`config.mk`:
```
export PLATFORM = sky130hd
export DESIGN_NAME = wb_grf_flat
export DESIGN_NICKNAME = d
export VERILOG_FILES = /design/src/rtl/wb_grf_if.sv /design/src/rtl/wb_grf.sv /design/src/flat_wrapper.sv
export SDC_FILE = /design/constraint.sdc
export NUM_CORES = 2
export LEC_CHECK = 0
export ABC_AREA = 1
export CORE_ASPECT_RATIO = 0.8
export CORE_UTILIZATION = 55
export DETAILED_ROUTE_END_ITERATION = 6
export HOLD_SLACK_MARGIN = 0.06
export PLACE_DENSITY = 0.73
export SYNTH_ARGS = -nofsm -noshare
export SYNTH_HDL_FRONTEND = slang
export SYNTH_SLANG_ARGS = --single-unit
```
`constraint.sdc`:
```
create_clock -name clk -period 88.9 [get_ports clk]
set_clock_uncertainty 0.1 [all_clocks]
set_input_delay 17.78 -clock clk [delete_from_list [all_inputs] [get_ports clk]]
set_output_delay 17.78 -clock clk [all_outputs]
set_load 0.03 [all_outputs]
```
`src/rtl/wb_grf_if.sv`:
```
// Write-back / register-file port bundle: WB-stage write inputs, ID-stage read ports,
// and the commit status outputs.
interface wb_grf_if;
  logic [31:0] wbDmData;
  logic [31:0] wbALUOut;
  logic [4:0]  wbWriteAddr;
  logic [31:0] wbPC;
  logic [1:0]  wbMemToReg;
  logic [31:0] wbInstr;
  logic [4:0]  rsAddr;
  logic [4:0]  rtAddr;
  logic [31:0] rsData;
  logic [31:0] rtData;
  logic        wrEn;
  logic [4:0]  wrAddr;
  logic [31:0] wrData;
  logic [15:0] wrCount;

  modport master (
    output wbDmData, wbALUOut, wbWriteAddr, wbPC, wbMemToReg, wbInstr, rsAddr, rtAddr,
    input  rsData, rtData, wrEn, wrAddr, wrData, wrCount
  );

  modport slave (
    input  wbDmData, wbALUOut, wbWriteAddr, wbPC, wbMemToReg, wbInstr, rsAddr, rtAddr,
    output rsData, rtData, wrEn, wrAddr, wrData, wrCount
  );
endinterface

```
`src/rtl/wb_grf.sv`:
```
// General register file with write-back mux, same-cycle read bypass and a count of
// committed writes. Register 0 is hardwired to zero.
module wb_grf (
  input  logic     clk,
  input  logic     reset,
  wb_grf_if.slave  bus
);
  logic [31:0] regs_q [32];
  logic [15:0] wrCount_q, wrCount_d;
  logic [31:0] wr_data;
  logic        wr_en;

  always_comb begin
    wr_data = '0;
    unique case (bus.wbMemToReg)
      2'b00:   wr_data = bus.wbALUOut;
      2'b01:   wr_data = bus.wbDmData;
      2'b10:   wr_data = bus.wbPC + 32'd8;
      default: wr_data = '0;
    endcase
  end

  assign wr_en = (bus.wbWriteAddr != 5'd0) && (bus.wbInstr != 32'd0) &&
                 (bus.wbMemToReg != 2'b11);

  function automatic logic [31:0] read_port(input logic [4:0] addr);
    if (addr == 5'd0)
      return '0;
    else if (wr_en && addr == bus.wbWriteAddr)
      return wr_data;
    else
      return regs_q[addr];
  endfunction

  assign bus.rsData  = read_port(bus.rsAddr);
  assign bus.rtData  = read_port(bus.rtAddr);
  assign bus.wrEn    = wr_en;
  assign bus.wrAddr  = bus.wbWriteAddr;
  assign bus.wrData  = wr_data;
  assign bus.wrCount = wrCount_q;

  assign wrCount_d = wr_en ? wrCount_q + 16'd1 : wrCount_q;

  // wr_en already excludes address 0, so regs_q[0] only ever holds its reset value.
  always_ff @(posedge clk or posedge reset) begin
    if (reset) begin
      for (int unsigned i = 0; i < 32; i++) regs_q[i] <= '0;
      wrCount_q <= '0;
    end else begin
      if (wr_en) regs_q[bus.wbWriteAddr] <= wr_data;
      wrCount_q <= wrCount_d;
    end
  end
endmodule

```
`src/flat_wrapper.sv`:
```
// flat-port wrapper written by rule: the top's interface ports become plain ports
module wb_grf_flat 
  (clk, reset, bus_wbDmData, bus_wbALUOut, bus_wbWriteAddr, bus_wbPC, bus_wbMemToReg, bus_wbInstr, bus_rsAddr, bus_rtAddr, bus_rsData, bus_rtData, bus_wrEn, bus_wrAddr, bus_wrData, bus_wrCount);
  wb_grf_if bus_i ();
  input  logic clk;
  input  logic reset;
  input wire logic [$bits(bus_i.wbDmData)-1:0] bus_wbDmData;
  input wire logic [$bits(bus_i.wbALUOut)-1:0] bus_wbALUOut;
  input wire logic [$bits(bus_i.wbWriteAddr)-1:0] bus_wbWriteAddr;
  input wire logic [$bits(bus_i.wbPC)-1:0] bus_wbPC;
  input wire logic [$bits(bus_i.wbMemToReg)-1:0] bus_wbMemToReg;
  input wire logic [$bits(bus_i.wbInstr)-1:0] bus_wbInstr;
  input wire logic [$bits(bus_i.rsAddr)-1:0] bus_rsAddr;
  input wire logic [$bits(bus_i.rtAddr)-1:0] bus_rtAddr;
  output wire logic [$bits(bus_i.rsData)-1:0] bus_rsData;
  output wire logic [$bits(bus_i.rtData)-1:0] bus_rtData;
  output wire logic [$bits(bus_i.wrEn)-1:0] bus_wrEn;
  output wire logic [$bits(bus_i.wrAddr)-1:0] bus_wrAddr;
  output wire logic [$bits(bus_i.wrData)-1:0] bus_wrData;
  output wire logic [$bits(bus_i.wrCount)-1:0] bus_wrCount;
  assign bus_i.wbDmData = bus_wbDmData;
  assign bus_i.wbALUOut = bus_wbALUOut;
  assign bus_i.wbWriteAddr = bus_wbWriteAddr;
  assign bus_i.wbPC = bus_wbPC;
  assign bus_i.wbMemToReg = bus_wbMemToReg;
  assign bus_i.wbInstr = bus_wbInstr;
  assign bus_i.rsAddr = bus_rsAddr;
  assign bus_i.rtAddr = bus_rtAddr;
  assign bus_rsData = bus_i.rsData;
  assign bus_rtData = bus_i.rtData;
  assign bus_wrEn = bus_i.wrEn;
  assign bus_wrAddr = bus_i.wrAddr;
  assign bus_wrData = bus_i.wrData;
  assign bus_wrCount = bus_i.wrCount;
  wb_grf u_core (.clk(clk), .reset(reset), .bus(bus_i));
endmodule
```
==> impl_metrics.env <==
export IMPL_outcome="finished clean"
export IMPL_gp_congestion=0.945
export IMPL_drc_errors=0
export IMPL_synth_cells=8885
export IMPL_dp_hpwl_mm=137
export IMPL_drt_iter0_drc=11000
export IMPL_vias=64400
export IMPL_area_growth_pct=9.75
export IMPL_cts_root_buf="clkbuf_16"
export IMPL_io_pins=265
export IMPL_grt_pass1_vias=59200
export IMPL_cpMostUsedCell="nor2_1"
export IMPL_maxSlewViolCount=0
export IMPL_cell_internal_pwr_w=0.000968
export IMPL_p_sw_share_pct=34.2
export IMPL_gr_usage_all_layers_pct=42.8
export IMPL_dieArea_mm2=0.111
export IMPL_slowest_delay_ns=0.91
export IMPL_postSynth_asyncResetShare_pct=100
export IMPL_rows=108
export IMPL_setup_tns_final_ns=0
export IMPL_synth_top_family_by_area="simple AND/OR/NAND/NOR gates"
export IMPL_cts_resized=0
export IMPL_start_util_pct=55.6
export IMPL_hold_viol=0
export IMPL_place_area_mm2=0.0625
export IMPL_finish_utilization_pct=61.0
export IMPL_critPathCaptureType="primary output"
export IMPL_hold_path_class="flip-flop to flip-flop"
export IMPL_synth_distinct_cells=37
export IMPL_antenna_left=0
export IMPL_peakVddDrop_uv=15.6
export IMPL_path_max_fanout=190
export IMPL_synth_xor_area_share_pct=0.319
export IMPL_slowest_stage="buf_4"
export IMPL_synth_nets=9034
export IMPL_maxCapViolations=0
export IMPL_maxSlewHeadroom_pct=8.33
export IMPL_synth_common_cells="nand2_1 (3,254), nand3_1 (1,512), dfrtp_1 (1,040), o21ai_0 (993), clkbuf_1 (399)"
export IMPL_synthSimpleGateAreaFrac_pct=36.1
export IMPL_synthAdderAreaFrac_pct=0.0415
export IMPL_synthFlopType="dfrtp_1"
export IMPL_final_area_mm2=0.0662
export IMPL_cts_made_buffers=109
export IMPL_arrival_ns=22.77
export IMPL_cts_tree="yes"
export IMPL_wire_per_inst_um=23.8
export IMPL_clkPwrFrac_pct=32.8
export IMPL_finalWirelength_mm=241
export IMPL_fmax_mhz=24.6
export IMPL_p_per_area_mw_per_mm2=22.2
export IMPL_post_cts_setup_buffers=0
export IMPL_die_h_um=298
export IMPL_switchingPower_w=0.000503
export IMPL_fin_hold_ws_ns=0.281
export IMPL_yosysTopAreaCellShare_pct=43.1
export IMPL_syn_avg_cell_area_um2=6.79
export IMPL_worst_slew_pin_slew_ns=1.38
export IMPL_finalCritPeriodShare_pct=45.7
export IMPL_grt_pass1_wl_mm=362
export IMPL_synth_most_common_cell="nand2_1"
export IMPL_cp_start_kind="input pin"
export IMPL_syn_area_mm2=0.0604
export IMPL_seq_area_frac_synth_pct=43.1
export IMPL_core_area_mm2=0.109
export IMPL_nets=8744
export IMPL_synth_edf_count=0
export IMPL_rsz0062_at_grt="false"
export IMPL_crit_type="input pin to primary output"
export IMPL_worstPathCellList="buf_8, inv_8, buf_12, buf_4, a21oi_1, o21ai_0, nand3_1, nand3_1, nand2_1, nor2_1, nor2_1, nor2_1, clkdlybuf4s50_1"
export IMPL_p_leak_nw=31.1
export IMPL_combPwrFrac_pct=23.5
export IMPL_fp_dieW_um=372
export IMPL_synthMuxAreaShare_pct=0
export IMPL_grt_antenna_before_repair=12
export IMPL_clkSinkCount=1040
export IMPL_routed_via_density=6.36
export IMPL_yosysTopAreaCell="dfrtp_1"
export IMPL_postCtsHoldBufs=0
export IMPL_ys_warn_count=0
export IMPL_clock_latency_ns=0.72
export IMPL_overflow=0
export IMPL_port_buffers=264
export IMPL_clockBufferDepth=3
export IMPL_grt_max_degree=205
export IMPL_ys_ff_latch=1040
export IMPL_synth_compound_area_share_pct=12.3
export IMPL_drive_above_1_share_pct=4.37
export IMPL_synth_area_leaders="dfrtp_1 (43%), nand2_1 (20%), nand3_1 (13%)"
export IMPL_setup_viol=0
export IMPL_power_frac_seq_pct=43.6
export IMPL_firstDrtPassIters=7
export IMPL_path_clk_slew_ns=0.06
export IMPL_fin_crit_ns=40.65
export IMPL_cts_max_level=3
export IMPL_cp_required_ns=71.02
[logic make-up after synthesis]
family / after synthesis
flip-flops: 1040
buffers and inverters: 1188
adder cells (fa/ha/maj): 2
AO/OA/AOI/OAI: 1427
XOR/XNOR: 22
AND/OR/NAND/NOR: 5206
[per-stage QoR]
stage,std cells,worst slack [ns],power (W)
CTS,10100,48.75,0.00146
global route,10100,48.25,0.00154
detailed placement,9914,48.79,0.000980
global placement,9914,48.75,0.000967
finish,10100,48.25,0.00147
floorplan,8885,41.75,0.000871
[flip-flops by register name, indices dropped and copies added (netlist names)]
register,flops
u_core.regs_q,1024
u_core.bus.wrCount,16
[critical path: cells and delay by family]
family	cells	cell delay, ns
AND/OR/NAND/NOR	6	0.95
buffers and inverters	5	3.25
AO/OA/AOI/OAI	2	0.27
[per-layer routing]
layer  GRT usage (%)  share of wire [%]  vias up
li1                -                  -    28300
met1            59.1                 37    29900
met2            59.4                 40     5263
met3            16.5                 17      928
met4            18.2                5.1       14
met5               0              0.036        -
[layout make-up]
type,instances,area [um^2]
Antenna cell,4,10.0
Clock buffer,182,3490
Clock inverter,23,254
Fill cell,9989,42400
Inverter,406,1570
Multi-Input combinational cell,6657,29500
Sequential cell,1040,26000
Tap cell,1430,1790
Timing Repair Buffer,381,3640
[power groups by stage]
stage	Clock, W	Sequential, W	Combinational (W)
CTS	0.000482	0.000638	0.000337
finish	0.000483	0.000642	0.000346
detailed placement	0	0.000645	0.000336
global placement	0	0.000642	0.000325
global route	0.000501	0.000652	0.000384
floorplan	0	0.000636	0.000235
[cells in the final DEF, fill, tap and decap left out, drive strengths merged, types with 19 or more instances in the layout]
| cell type | count |
|---|---|
| inv | 407 |
| nand3 | 1521 |
| clkbuf | 182 |
| a31oi | 26 |
| o21ai | 1066 |
| nand2 | 3277 |
| buf | 127 |
| clkdlybuf4s50 | 254 |
| o211ai | 61 |
| a21oi | 253 |
| dfrtp | 1040 |
| nand4 | 19 |
| nor2 | 349 |
| and3 | 29 |
[path summary, 6_finish.rpt]
kind / slack (ns) / endpoint / cells past startpoint / from
max: 48.25 / bus_rtData[12] / 13 / bus_rtAddr[0]
min: 0.28 / u_core.regs_q[1022] / 0 / u_core.regs_q[1022]
max reg2reg: 87.11 / u_core.bus.wrCount[12] / 8 / u_core.bus.wrCount[0]
min reg2reg: 0.28 / u_core.regs_q[1022] / 0 / u_core.regs_q[1022]
max in group asynchronous: 67.93 / u_core.regs_q[158] / 5 / reset
min in group asynchronous: 17.45 / u_core.bus.wrCount[10] / 2 / reset
Power figures use the tool's default switching activity.
